### config.mk
export PLATFORM = sky130hd
export DESIGN_NAME = mem_port_arbiter
export DESIGN_NICKNAME = d
export VERILOG_FILES = /design/src/rtl/mem_port_arbiter_pkg.sv /design/src/rtl/mem_port_arbiter_mux2.sv /design/src/rtl/mem_port_arbiter.sv
export SDC_FILE = /design/constraint.sdc
export NUM_CORES = 1
export LEC_CHECK = 0
export ABC_CLOCK_PERIOD_IN_PS = 1800
export CAP_MARGIN = 40
export CORE_UTILIZATION = 40
export CTS_CLUSTER_SIZE = 10
export DETAILED_ROUTE_END_ITERATION = 8
export GPL_ROUTABILITY_DRIVEN = 1
export MAX_ROUTING_LAYER = met4
export PLACE_DENSITY = 0.81
export SLEW_MARGIN = 5
export SYNTH_ARGS = -nofsm -noshare
export SYNTH_HDL_FRONTEND = slang
export SYNTH_SLANG_ARGS = --single-unit
### constraint.sdc
create_clock -name clk -period 1.8 [get_ports clk]
set_clock_uncertainty 0.2 [all_clocks]
set_input_delay 0.36 -clock clk [delete_from_list [all_inputs] [get_ports clk]]
set_output_delay 0.36 -clock clk [all_outputs]
set_load 0.05 [all_outputs]
### src/rtl/mem_port_arbiter_pkg.sv
// Shared constants for the two-port memory arbiter: FSM encoding, port ids
// and the arbitration rule used when both ports request together.
package mem_port_arbiter_pkg;

    localparam int WORD_WIDTH_DEFAULT = 32;

    typedef enum logic [1:0] {
        ST_IDLE = 2'd0,
        ST_BUSY = 2'd1,
        ST_RESP = 2'd2
    } state_t;

    localparam logic PORT_I = 1'b0;
    localparam logic PORT_D = 1'b1;

    // A tie goes to the port that was not served last.
    function automatic logic pick_winner(input logic i_req,
                                         input logic d_req,
                                         input logic last_served);
        logic winner;
        if (i_req && d_req) begin
            winner = ~last_served;
        end else if (d_req) begin
            winner = PORT_D;
        end else begin
            winner = PORT_I;
        end
        return winner;
    endfunction

endpackage

### src/rtl/mem_port_arbiter_mux2.sv
// Two-input word multiplexer used to pick the winning port's command fields.
module mem_port_arbiter_mux2 #(
    parameter int WIDTH = 32
) (
    input  logic [WIDTH-1:0] a,
    input  logic [WIDTH-1:0] b,
    input  logic             sel,
    output logic [WIDTH-1:0] y
);

    assign y = sel ? b : a;

endmodule

### src/rtl/mem_port_arbiter.sv
// Arbitrates an instruction-fetch port and a data port onto one shared memory
// port; one transaction in flight, IDLE -> BUSY -> RESP per access.
module mem_port_arbiter
    import mem_port_arbiter_pkg::*;
#(
    parameter int WORD_WIDTH = WORD_WIDTH_DEFAULT
) (
    input  logic                  clk,
    input  logic                  rst,
    input  logic                  i_req,
    input  logic [WORD_WIDTH-1:0] i_addr,
    output logic [WORD_WIDTH-1:0] i_rdata,
    output logic                  i_ack,
    input  logic                  d_req,
    input  logic                  d_we,
    input  logic [WORD_WIDTH-1:0] d_addr,
    input  logic [WORD_WIDTH-1:0] d_wdata,
    output logic [WORD_WIDTH-1:0] d_rdata,
    output logic                  d_ack,
    output logic                  m_req,
    output logic                  m_we,
    output logic [WORD_WIDTH-1:0] m_addr,
    output logic [WORD_WIDTH-1:0] m_wdata,
    input  logic [WORD_WIDTH-1:0] m_rdata,
    input  logic                  m_ready,
    output logic                  grant_sel
);

    state_t                  state_r;
    state_t                  state_next_s;
    logic                    load_cmd_s;
    logic                    finish_s;
    logic                    release_s;
    logic                    winner_s;
    logic [WORD_WIDTH-1:0]   addr_sel_s;
    logic [WORD_WIDTH-1:0]   wdata_sel_s;

    logic                    owner_r;
    logic                    last_served_r;
    logic                    grant_sel_r;
    logic                    m_req_r;
    logic                    m_we_r;
    logic [WORD_WIDTH-1:0]   m_addr_r;
    logic [WORD_WIDTH-1:0]   m_wdata_r;
    logic                    i_ack_r;
    logic                    d_ack_r;
    logic [WORD_WIDTH-1:0]   i_rdata_r;
    logic [WORD_WIDTH-1:0]   d_rdata_r;

    assign winner_s = pick_winner(i_req, d_req, last_served_r);

    mem_port_arbiter_mux2 #(.WIDTH(WORD_WIDTH)) u_addr_mux (
        .a   (i_addr),
        .b   (d_addr),
        .sel (winner_s),
        .y   (addr_sel_s)
    );

    // Fetches never write, so the fetch leg of the write-data mux is zero.
    mem_port_arbiter_mux2 #(.WIDTH(WORD_WIDTH)) u_wdata_mux (
        .a   ({WORD_WIDTH{1'b0}}),
        .b   (d_wdata),
        .sel (winner_s),
        .y   (wdata_sel_s)
    );

    // FSM state register.
    always_ff @(posedge clk) begin
        if (rst) begin
            state_r <= ST_IDLE;
        end else begin
            state_r <= state_next_s;
        end
    end

    // Next-state decode and per-phase strobes; requests only sampled in IDLE.
    always_comb begin
        state_next_s = state_r;
        load_cmd_s   = 1'b0;
        finish_s     = 1'b0;
        release_s    = 1'b0;
        case (state_r)
            ST_IDLE: begin
                if (i_req || d_req) begin
                    state_next_s = ST_BUSY;
                    load_cmd_s   = 1'b1;
                end else begin
                    state_next_s = ST_IDLE;
                end
            end
            ST_BUSY: begin
                if (m_ready) begin
                    state_next_s = ST_RESP;
                    finish_s     = 1'b1;
                end else begin
                    state_next_s = ST_BUSY;
                end
            end
            ST_RESP: begin
                state_next_s = ST_IDLE;
                release_s    = 1'b1;
            end
            default: begin
                state_next_s = ST_IDLE;
            end
        endcase
    end

    // Command, response and arbitration-history registers.
    always_ff @(posedge clk) begin
        if (rst) begin
            owner_r       <= PORT_I;
            last_served_r <= PORT_D;
            grant_sel_r   <= PORT_I;
            m_req_r       <= 1'b0;
            m_we_r        <= 1'b0;
            m_addr_r      <= {WORD_WIDTH{1'b0}};
            m_wdata_r     <= {WORD_WIDTH{1'b0}};
            i_ack_r       <= 1'b0;
            d_ack_r       <= 1'b0;
            i_rdata_r     <= {WORD_WIDTH{1'b0}};
            d_rdata_r     <= {WORD_WIDTH{1'b0}};
        end else if (load_cmd_s) begin
            owner_r     <= winner_s;
            grant_sel_r <= winner_s;
            m_req_r     <= 1'b1;
            m_we_r      <= winner_s & d_we;
            m_addr_r    <= addr_sel_s;
            m_wdata_r   <= wdata_sel_s;
        end else if (finish_s) begin
            m_req_r <= 1'b0;
            if (owner_r == PORT_D) begin
                d_ack_r   <= 1'b1;
                d_rdata_r <= m_rdata;
            end else begin
                i_ack_r   <= 1'b1;
                i_rdata_r <= m_rdata;
            end
        end else if (release_s) begin
            i_ack_r       <= 1'b0;
            d_ack_r       <= 1'b0;
            last_served_r <= owner_r;
        end else begin
            m_req_r <= m_req_r;
        end
    end

    assign m_req     = m_req_r;
    assign m_we      = m_we_r;
    assign m_addr    = m_addr_r;
    assign m_wdata   = m_wdata_r;
    assign i_ack     = i_ack_r;
    assign d_ack     = d_ack_r;
    assign i_rdata   = i_rdata_r;
    assign d_rdata   = d_rdata_r;
    assign grant_sel = grant_sel_r;

endmodule

==> results of run 1 <==
synthesized netlist by cell type:
cell type and number:
nand2_1 193, dfxtp_1 136, a21oi_1 101, a22o_1 33, a311oi_2 30, clkbuf_1 22, buf_2 17, buf_6 8
buf_4 6, nor2_1 4, a311oi_1 3, nand2b_1 2, nor4bb_1 2, a21bo_1 1, a21bo_2 1, a21boi_2 1
a21oi_2 1, and2_4 1, and4b_1 1, buf_1 1, inv_1 1, mux2i_1 1, nand4b_1 1, nand4bb_1 1
nor3b_1 1, nor4_4 1, or2_1 1
layer usage:
metal,track usage,part of all wire,wire length [um],up-vias
li1,-,-,-,2482
met4,0.147,0.034,560,0
met1,0.256,0.38,6240,2372
met5,-,0,0,-
met2,0.421,0.52,8550,226
met3,0.0675,0.065,1080,44
flip-flops by register name (all words and copies together), names as in the netlist, 2 cells and up:
signal / count
m_addr: 32
i_rdata: 32
m_wdata: 32
state_r: 2
d_rdata: 32
stage by stage:
| stage | power, mW | setup WS, ns |
|---|---|---|
| finish | 8.64 | 0.100 |
| detailed placement | 5.19 | -0.300 |
| CTS | 8.70 | 0.0811 |
| global placement | 5.15 | -0.242 |
| global route | 8.94 | 0.0360 |
| floorplan | 4.42 | 0.122 |
cell families (layout without fill, tap and decap cells):
family                 Yosys count  after routing  synth area share
DFF                            136            136             0.524
buffers and inverters           55            322            0.0597
muxes                            1              1           0.00193
AOI/OAI and AO/OA              171            171             0.252
and+or+nand+nor                208            208             0.163
cells in the final DEF (no fill, tap or decap), drive strengths merged:
cell type / netlist / routed
nand2: 193 / 193
buf: 32 / 159
dfxtp: 136 / 136
clkdlybuf4s50: 0 / 132
a21oi: 102 / 102
a22o: 33 / 33
a311oi: 33 / 33
clkbuf: 22 / 21
clkinv: 0 / 5
nor2: 4 / 4
bufinv: 0 / 3
nand2b: 2 / 2
a21bo: 2 / 2
nor4bb: 2 / 2
nor4: 1 / 1
or2: 1 / 1
nor3b: 1 / 1
and2: 1 / 1
a21boi: 1 / 1
nand4bb: 1 / 1
and4b: 1 / 1
nand4b: 1 / 1
inv: 1 / 1
mux2i: 1 / 1
clkinvlp: 0 / 1
cell type report:
type	count	area (um^2)	share of cell area
clock inverter	9	123	0.0143
clock buffer	21	480	0.0561
timing repair buffer	291	2830	0.330
sequential	136	2720	0.318
multi-input combinational	380	2180	0.255
tap	172	215	0.0251
inverter	1	3.75	0.000439
worst min path at each step:
| stage | from | endpoint | slack (ns) | cells after the start |
|---|---|---|---|---|
| 3_5_place_dp | d_rdata[27] | d_rdata[27] | 0.25 | 2 |
| 2_1_floorplan | m_ready | m_req | 0.28 | 1 |
| 3_3_place_gp | i_rdata[18] | i_rdata[18] | 0.24 | 2 |
| 6_report | rst | m_addr[2] | 0.009 | 2 |
| 5_1_grt | rst | m_addr[2] | 0.007 | 2 |
| 4_1_cts | rst | m_addr[2] | 0.0008 | 2 |
power by group through the flow:
stage          registers [mW]  clock network (mW)  logic, mW
2_1_floorplan            3.88                   0      0.539
3_3_place_gp             3.35                   0       1.80
3_5_place_dp             3.35                   0       1.83
4_1_cts                  3.29                3.56       1.84
5_1_grt                  3.31                3.70       1.93
6_report                 3.30                3.52       1.83
==> metrics, run 1 <==
status finished, final reports clean; CTS Root Cell clkbuf_16; DP HPWL about 12 mm; initial antenna violation count 0; Distinct cells, synth 27; max_cap viols 0; CP Depth 1; Fin. Hold Viols 0; Reg2Reg Setup Slack 0.12 ns; area delta synth->final 64.6%; cell-internal power 6.23 mW; Slew headroom 0.665; Hold Buf Count CTS 0; vias just over 5000; final hold slack ~0.0094 ns; total number of yosys warnings 0; Clock transition at path regs ~0.06 ns; sequential power share 0.381; Crit Path Max Fanout 7; post-synth top area share 0.524; initial core utilization 0.410; 1st-pass router iterations 6; post-synthesis cell area about 5200 um^2; GPL Wtd Cong ~0.86; RSZ-0062 raised after global routing no; num rows 41; Leak roughly 3.4 nW; Post-Route WL roughly 16 mm; die footprint around 13000 um^2; R2R depth 5; Area contributors post-synth dfxtp_1 (52%), nand2_1 (14%), a21oi_1 (9.7%), a311oi_2 (8.7%), a22o_1 (5.6%); slowest cell on the critical path dfxtp_1; Nets approximately 960; worst r2r src state_r[1]; critical path's top delay family flip-flops; worst hold-check path type input pin to flip-flop; critical path, cell by cell buf_12; DR DRC count 0; chip height 116 um; CP arrival 1.14 ns; DR iter-0 viols roughly 380; final period utilization 0.944; placed cells around 1000; Syn Nets around 710; antenna-violating nets left 0; layout cells sized above 1 0.270; vias in the first global route between 5000 and 6000; sum of buffers and inverters on the critical path 1; CTS tree built; power density over the cells slightly above 1000 nW/um^2; Clock Path Buffers 2; fin area about 8600 um^2; total CTS buffers 17; Crit Path Class flip-flop to primary output; cell taking the most area after synthesis dfxtp_1; H-tree levels 4; die width 116 um; Via density ~5.1; VDD IR max 0.659 mV; Max Fclk 588 MHz; Post-Syn Instances between 500 and 600; FF+latch count, synth around 140; setup bufs post-CTS 0; Slew @ Worst Pin 0.503 ns; register area share after synthesis 0.524; Port Buffers 266; grt total ovfl 0; Area after DPL 7950 um^2; Worst R2R End m_addr[0]; Tot GR Track Use 0.247; clock latency on the worst-skew pair roughly 0.40 ns; Sw Ratio 0.279; Synth Area per Inst 9.11 um^2; crit end category primary output; crit path from grant_sel; Clk pwr share 0.407; largest net degree at the start of global routing 34; Worst EP required roughly 1.2 ns; Critical Path End grant_sel; Logic pwr share 0.212; fin. max-slew vios 0; post-layout util 0.675; # fillers between 900 and 1000; n_diodes 0; CTS sink cnt 136; DR WL/cell approximately 16 um; Setup TNS 0 ns; fin cells about 1000; min Tclk post-route roughly 1.7 ns; PostCTS Resize Cnt 0; # setup viols final 0; core area around 13000 um^2; slowest cell delay on critical path 0.54 ns; Worst setup SP type flip-flop; I/O pin cnt ~270; Net Switching approximately 2.4 mW; first-pass GRT wire length about 25 mm
No activity file was read; power rests on OpenSTA's default activity.
==> run 2, diff against run 1 <==
- CTS_CLUSTER_DIAMETER: unset -> 60
==> results of run 2 <==
Final layout, timing and power as in run 1 (identical DEF).
==> run 3, diff against run 2 <==
- CAP_MARGIN: 40 -> 30
==> results of run 3 <==
Final layout, timing and power as in run 1 (identical DEF).
